--- config.mk ---
export PLATFORM = sky130hd
export DESIGN_NAME = pic_host_sequencer
export DESIGN_NICKNAME = d
export VERILOG_FILES = /design/src/rtl/pic_seq_pkg.sv /design/src/rtl/pic_host_sequencer_timer.sv /design/src/rtl/pic_host_sequencer.sv
export SDC_FILE = /design/constraint.sdc
export NUM_CORES = 1
export LEC_CHECK = 0
export CAP_MARGIN = 10
export CORE_ASPECT_RATIO = 1.1
export CORE_UTILIZATION = 42
export CTS_CLUSTER_DIAMETER = 200
export DETAILED_ROUTE_END_ITERATION = 8
export GPL_TIMING_DRIVEN = 0
export PLACE_DENSITY_LB_ADDON = 0.1
export SYNTH_ARGS = -nofsm -noshare
export SYNTH_HDL_FRONTEND = slang
export SYNTH_SLANG_ARGS = --single-unit
--- constraint.sdc ---
create_clock -name clk -period 2.3 [get_ports clk]
set_clock_uncertainty 0.05 [all_clocks]
set_input_delay 0.69 -clock clk [delete_from_list [all_inputs] [get_ports clk]]
set_output_delay 0.69 -clock clk [all_outputs]
set_load 0.005 [all_outputs]
--- src/rtl/pic_seq_pkg.sv ---
// Shared types and constants for the 8259 host-side bus sequencer.
// Holds the FSM encoding, ICW/OCW bit positions and the init write ordering.
package pic_seq_pkg;

    typedef enum logic [2:0] {
        ST_IDLE,
        ST_WR_LOW,
        ST_WR_GAP,
        ST_ACK1_LOW,
        ST_ACK1_GAP,
        ST_ACK2_LOW,
        ST_ACK2_GAP
    } state_t;

    localparam int ICW1_IC4  = 0;
    localparam int ICW1_SNGL = 1;
    localparam int ICW1_LTIM = 3;
    localparam int ICW1_INIT = 4;

    localparam int ICW4_UPM  = 0;
    localparam int ICW4_AEOI = 1;
    localparam int ICW4_MS   = 2;
    localparam int ICW4_BUF  = 3;

    localparam logic [7:0] OCW2_NS_EOI = 8'h20;

    localparam logic [2:0] IDX_ICW1 = 3'd0;
    localparam logic [2:0] IDX_ICW2 = 3'd1;
    localparam logic [2:0] IDX_ICW3 = 3'd2;
    localparam logic [2:0] IDX_ICW4 = 3'd3;
    localparam logic [2:0] IDX_OCW1 = 3'd4;

    typedef struct packed {
        logic       ltim;
        logic       sngl;
        logic       ic4;
        logic [4:0] vec_base;
        logic [7:0] icw3;
        logic       aeoi;
        logic       ms;
        logic       buf_mode;
        logic [7:0] mask;
    } cfg_t;

    // ICW3 is skipped in single mode, ICW4 when IC4 is clear; OCW1 always ends the list.
    function automatic logic [2:0] next_wr_idx(input logic [2:0] idx,
                                               input logic       sngl,
                                               input logic       ic4);
        logic [2:0] nxt;
        case (idx)
            IDX_ICW1: nxt = IDX_ICW2;
            IDX_ICW2: nxt = !sngl ? IDX_ICW3 : (ic4 ? IDX_ICW4 : IDX_OCW1);
            IDX_ICW3: nxt = ic4 ? IDX_ICW4 : IDX_OCW1;
            default:  nxt = IDX_OCW1;
        endcase
        return nxt;
    endfunction

endpackage

--- src/rtl/pic_host_sequencer_timer.sv ---
// Phase length timer: reloads with the pulse or gap length on each phase entry
// and flags the final cycle of the phase.
module pic_strobe_timer #(
    parameter int PULSE_CYCLES = 2,
    parameter int GAP_CYCLES   = 1
) (
    input  logic clk,
    input  logic rst,
    input  logic i_load,
    input  logic i_sel_pulse,
    output logic o_last
);

    localparam logic [3:0] PULSE_RELOAD = 4'(PULSE_CYCLES - 1);
    localparam logic [3:0] GAP_RELOAD   = 4'(GAP_CYCLES - 1);

    logic [3:0] r_count;

    always_ff @(posedge clk) begin
        if (rst) begin
            r_count <= 4'd0;
        end else if (i_load) begin
            r_count <= i_sel_pulse ? PULSE_RELOAD : GAP_RELOAD;
        end else if (r_count != 4'd0) begin
            r_count <= r_count - 4'd1;
        end
    end

    assign o_last = (r_count == 4'd0);

endmodule

--- src/rtl/pic_host_sequencer.sv ---
// Host-side sequencer driving the 8259 bus pins: init write list, non-specific
// EOI writes and the two-pulse INTA acknowledge with vector capture.
module pic_host_sequencer
    import pic_seq_pkg::*;
#(
    parameter int PULSE_CYCLES = 2,
    parameter int GAP_CYCLES   = 1
) (
    input  logic       clk,
    input  logic       rst,
    input  logic       cfg_start,
    input  logic       cfg_ltim,
    input  logic       cfg_sngl,
    input  logic       cfg_ic4,
    input  logic [4:0] cfg_vec_base,
    input  logic [7:0] cfg_icw3,
    input  logic       cfg_aeoi,
    input  logic       cfg_ms,
    input  logic       cfg_buf,
    input  logic [7:0] cfg_mask,
    output logic       cfg_busy,
    output logic       cfg_done,
    output logic       configured,
    input  logic       eoi_req,
    output logic       eoi_done,
    input  logic       ack_enable,
    input  logic       INT,
    output logic       vec_valid,
    output logic [7:0] vec_out,
    output logic       WD,
    output logic       RD,
    output logic       A0,
    output logic       INTA,
    output logic [7:0] data_out,
    output logic       data_oe,
    input  logic [7:0] data_in
);

    state_t     r_state;
    state_t     w_state_next;
    cfg_t       r_cfg;
    logic [2:0] r_wr_idx;
    logic       r_is_eoi;
    logic       r_configured;
    logic       r_vec_valid;
    logic [7:0] r_vec;

    logic       w_last;
    logic       w_load;
    logic       w_sel_pulse;
    logic       w_accept_cfg;
    logic       w_accept_eoi;
    logic       w_last_write;
    logic       w_write_done;
    logic       w_vec_capture;
    logic       w_writing;
    logic       w_wr_a0;
    logic [7:0] w_wr_data;

    // Every transition enters a new phase, so a state change is the reload trigger.
    assign w_load      = (w_state_next != r_state);
    assign w_sel_pulse = (w_state_next == ST_WR_LOW) || (w_state_next == ST_ACK1_LOW) ||
                         (w_state_next == ST_ACK2_LOW);

    pic_strobe_timer #(
        .PULSE_CYCLES (PULSE_CYCLES),
        .GAP_CYCLES   (GAP_CYCLES)
    ) u_timer (
        .clk         (clk),
        .rst         (rst),
        .i_load      (w_load),
        .i_sel_pulse (w_sel_pulse),
        .o_last      (w_last)
    );

    assign w_last_write  = r_is_eoi || (r_wr_idx == IDX_OCW1);
    assign w_write_done  = (r_state == ST_WR_GAP) && w_last;
    assign w_vec_capture = (r_state == ST_ACK2_LOW) && w_last;
    assign w_writing     = (r_state == ST_WR_LOW) || (r_state == ST_WR_GAP);

    always_comb begin
        w_state_next = r_state;
        w_accept_cfg = 1'b0;
        w_accept_eoi = 1'b0;
        case (r_state)
            ST_IDLE: begin
                if (cfg_start) begin
                    w_state_next = ST_WR_LOW;
                    w_accept_cfg = 1'b1;
                end else if (eoi_req && r_configured) begin
                    w_state_next = ST_WR_LOW;
                    w_accept_eoi = 1'b1;
                end else if (INT && ack_enable && r_configured) begin
                    w_state_next = ST_ACK1_LOW;
                end
            end
            ST_WR_LOW:   if (w_last) w_state_next = ST_WR_GAP;
            ST_WR_GAP:   if (w_last) w_state_next = w_last_write ? ST_IDLE : ST_WR_LOW;
            ST_ACK1_LOW: if (w_last) w_state_next = ST_ACK1_GAP;
            ST_ACK1_GAP: if (w_last) w_state_next = ST_ACK2_LOW;
            ST_ACK2_LOW: if (w_last) w_state_next = ST_ACK2_GAP;
            ST_ACK2_GAP: if (w_last) w_state_next = ST_IDLE;
            default:     w_state_next = ST_IDLE;
        endcase
    end

    always_ff @(posedge clk) begin
        if (rst) begin
            r_state      <= ST_IDLE;
            r_cfg        <= '0;
            r_wr_idx     <= IDX_ICW1;
            r_is_eoi     <= 1'b0;
            r_configured <= 1'b0;
            r_vec_valid  <= 1'b0;
            r_vec        <= 8'h00;
        end else begin
            r_state     <= w_state_next;
            r_vec_valid <= w_vec_capture;
            if (w_accept_cfg) begin
                r_cfg    <= '{ltim: cfg_ltim, sngl: cfg_sngl, ic4: cfg_ic4,
                              vec_base: cfg_vec_base, icw3: cfg_icw3, aeoi: cfg_aeoi,
                              ms: cfg_ms, buf_mode: cfg_buf, mask: cfg_mask};
                r_wr_idx <= IDX_ICW1;
                r_is_eoi <= 1'b0;
            end else if (w_accept_eoi) begin
                r_is_eoi <= 1'b1;
            end else if (w_write_done && !w_last_write) begin
                r_wr_idx <= next_wr_idx(r_wr_idx, r_cfg.sngl, r_cfg.ic4);
            end
            if (cfg_done) begin
                r_configured <= 1'b1;
            end
            if (w_vec_capture) begin
                r_vec <= data_in;
            end
        end
    end

    always_comb begin
        w_wr_data = 8'h00;
        w_wr_a0   = 1'b1;
        if (r_is_eoi) begin
            w_wr_data = OCW2_NS_EOI;
            w_wr_a0   = 1'b0;
        end else begin
            case (r_wr_idx)
                IDX_ICW1: begin
                    w_wr_a0              = 1'b0;
                    w_wr_data[ICW1_INIT] = 1'b1;
                    w_wr_data[ICW1_LTIM] = r_cfg.ltim;
                    w_wr_data[ICW1_SNGL] = r_cfg.sngl;
                    w_wr_data[ICW1_IC4]  = r_cfg.ic4;
                end
                IDX_ICW2: w_wr_data = {r_cfg.vec_base, 3'b000};
                IDX_ICW3: w_wr_data = r_cfg.icw3;
                IDX_ICW4: begin
                    w_wr_data[ICW4_UPM]  = 1'b1;
                    w_wr_data[ICW4_AEOI] = r_cfg.aeoi;
                    w_wr_data[ICW4_MS]   = r_cfg.ms;
                    w_wr_data[ICW4_BUF]  = r_cfg.buf_mode;
                end
                default:  w_wr_data = r_cfg.mask;
            endcase
        end
    end

    assign WD         = (r_state != ST_WR_LOW);
    assign RD         = (r_state != ST_ACK2_LOW);
    assign INTA       = !((r_state == ST_ACK1_LOW) || (r_state == ST_ACK2_LOW));
    assign A0         = w_writing && w_wr_a0;
    assign data_out   = w_writing ? w_wr_data : 8'h00;
    assign data_oe    = w_writing;
    assign cfg_busy   = w_writing && !r_is_eoi;
    assign cfg_done   = w_write_done && w_last_write && !r_is_eoi;
    assign eoi_done   = w_write_done && r_is_eoi;
    assign configured = r_configured;
    assign vec_valid  = r_vec_valid;
    assign vec_out    = r_vec;

endmodule

==> flow_metrics.env <==
export IMPL_fin_crit_ps=2740
export IMPL_cellPowerDensity_nw_per_um2=940
export IMPL_cts_made_buffers=5
export IMPL_antenna_found_initial=0
export IMPL_syn_instance_count=290
export IMPL_tns_ps=-1420
export IMPL_layout_drive_gt1_share_pct=23.0
export IMPL_clock_latency_ps=300
export IMPL_seq_area_frac_synth_pct=42.7
export IMPL_gp_congestion=0.876
export IMPL_tightest_slew_ps=597
export IMPL_maxSlewHeadroom_pct=60.1
export IMPL_crit_type="reg2out"
export IMPL_slew_violations=0
export IMPL_antenna_cells=0
export IMPL_io_buffers=65
export IMPL_clk_pin_slew_ps=100
export IMPL_wl_per_cell_um=14.9
export IMPL_whs_path_depth=2
export IMPL_hold_viol=0
export IMPL_report_power_total_w=0.00321
export IMPL_syn_num_nets=333
export IMPL_grtUsageTotal_pct=22.8
export IMPL_hold_path_endpoint="r_cfg[9]$_SDFFE_PP0P_"
export IMPL_r2r_start="u_timer.r_count[1]$_SDFFE_PP0P_"
export IMPL_fin_nets=420
export IMPL_num_vias=2351
export IMPL_cts_root_buf="clkbuf_8"
export IMPL_dieArea_um2=5660
export IMPL_fillCellCount=439
export IMPL_ff_latch_area_um2=982
export IMPL_worst_hold_path_type="reg2reg"
export IMPL_grt_pass1_wl_mm=10.1
export IMPL_tritoncts="done"
export IMPL_synthFlopType="dfxtp_1"
export IMPL_yosys_top_cells_area="dfxtp_1 43%, nand2_1 11%, a21oi_1 7.6%"
export IMPL_area_growth_pct=52.0
export IMPL_ys_warn_count=0
export IMPL_netlist_area_um2=2250
export IMPL_grt_max_degree=16
export IMPL_firstDrtPassIters=4
export IMPL_ios=67
export IMPL_synth_most_common_cell="nand2_1"
export IMPL_synth_top_area_cell="dfxtp_1"
export IMPL_crit_required_ps=1560
export IMPL_cp_end_kind="primary output"
export IMPL_hold_buffers=0
export IMPL_htree_levels=2
export IMPL_cts_path_max_buffers=2
export IMPL_fin_crit_sh_pct=119
export IMPL_ys_seq_elements=48
export IMPL_rows=27
export IMPL_cp_max_fo=2
export IMPL_synth_edf_count=0
export IMPL_drt_iter0_drc=162
export IMPL_avgViaCountPerCell=5.39
export IMPL_setup_viol=11
export IMPL_die_height_um=78.8
export IMPL_min_delay_start="r_cfg[9]$_SDFFE_PP0P_"
export IMPL_grt_ovfl_total=0
export IMPL_yosysTopAreaCellShare_pct=42.7
export IMPL_max_cap_violations=0
export IMPL_worst_ep_arrival_time_ps=2000
export IMPL_antenna_left=0
export IMPL_start_util_pct=44.4
export IMPL_avgSynthCellArea_um2=7.76
export IMPL_violations="setup timing"
export IMPL_drc=0
export IMPL_synth_distinct_cells=44
export IMPL_grt_pass1_vias=2121
export IMPL_r2r_end="r_wr_idx[0]$_SDFFE_PP0P_"
export IMPL_startpoint_type="flip-flop"
export IMPL_wirelength_mm=6.49
export IMPL_rrSetupSlack_ps=-170
export IMPL_clock_fmax_ghz=0.365
export IMPL_fp_dieW_um=71.8
export IMPL_async_reset_ff_share_pct=0
export IMPL_multiInputGateArea_um2=1340
export IMPL_status="finished, violations left"
export IMPL_coreArea_um2=5070
export IMPL_ir_drop_mv=0.461
export IMPL_startpoint="u_timer.r_count[1]$_SDFFE_PP0P_"
export IMPL_fin_ws_ps=-440
export IMPL_clock_sinks=48
export IMPL_leakage_nw=1.24
export IMPL_rr_worst_depth=8
export IMPL_dp_hpwl_mm=4.14
export IMPL_netlist_top_cells_count="67 x nand2_1, 48 x dfxtp_1, 34 x a21oi_1"
export IMPL_rsz0062_at_grt="true"
-- what timing repair did --
| item | 4_1_cts | 5_1_grt |
|---|---|---|
| hold endpoints to repair | 0 | 0 |
| gates cloned | 1 | 0 |
| pin swaps | 8 | 12 |
| gates resized for setup | 94 | 31 |
| endpoints found under the setup margin | 18 | 44 |
| buffers inserted | 18 | 3 |
-- sequential cells by signal (all words and copies together), names as in the netlist --
register and cells:
r_is_eoi 1, vec_valid 1, configured 1, u_timer.r_count 4, r_wr_idx 3, vec_out 8
r_state 3, r_cfg 27
-- cell type report --
class | count | area share [%]
multi-input cells | 214 | 39.3
flip-flops and latches | 48 | 28.7
repair buffers | 85 | 22.9
plain buffers | 15 | 2.89
well taps | 58 | 2.12
clock buffers | 5 | 2.01
clock inverters | 3 | 1.24
inverters | 8 | 0.878
-- per-layer routing --
metal,wire length (um),GRT usage [%]
met1,2870,31.1
met2,3120,36.0
met3,393,4.82
met4,102,7.06
met5,0,0
-- report_power, final --
part / switching (W) / internal [W]
sequential: 0.000119 / 0.000969
clock: 0.000289 / 0.000322
combinational: 0.000754 / 0.000764
total: 0.00116 / 0.00205
-- critical path, cell delays in order (launching register included) --
cell and delay [ps]:
dfxtp_2 340, inv_2 70, ha_4 130, or3b_4 390, or4_4 560, nor2_4 90, buf_2 110
-- how the worst max path moves through the flow --
stage                          end  slack (ps)
after floorplan           cfg_done          20
after global placement    cfg_done        -570
after detailed placement  cfg_done        -560
after CTS                 cfg_done        -490
after global routing      cfg_done        -470
final                     cfg_done        -440
-- layout by cell type (no fill, tap or decap), drive strengths merged, types with 3 or more instances in the layout --
cell	instances
a21oi	34
a221oi	3
a31oi	3
buf	32
clkbuf	20
clkdlybuf4s50	52
dfxtp	48
inv	8
mux2i	12
nand2	67
nand3	3
nor2	26
nor2b	7
nor3	9
o21ai	9
or3	3
xnor2	3
-- per-stage QoR --
stage	hold WS (ps)	instances	area (um^2)	worst slack, ps	util (%)
detailed placement	399	413	2980	-563	58.7
global route	423	436	3420	-474	67.5
CTS	413	436	3360	-490	66.2
finish	411	436	3420	-440	67.5
global placement	393	413	2980	-572	58.7
floorplan	383	290	2250	21.5	-
-- cells by family (layout without fill, tap and decap cells) --
logic type,after synthesis,after routing,synth area share (%)
buf+inv,29,116,5.17
flops,48,48,42.7
simple gates,128,129,25.5
mux,13,13,6.34
xor+xnor,3,3,1.17
fa+ha+maj,2,2,1.11
compound gates,67,67,18.0
Note: power is estimated with default switching activity, not from simulation.
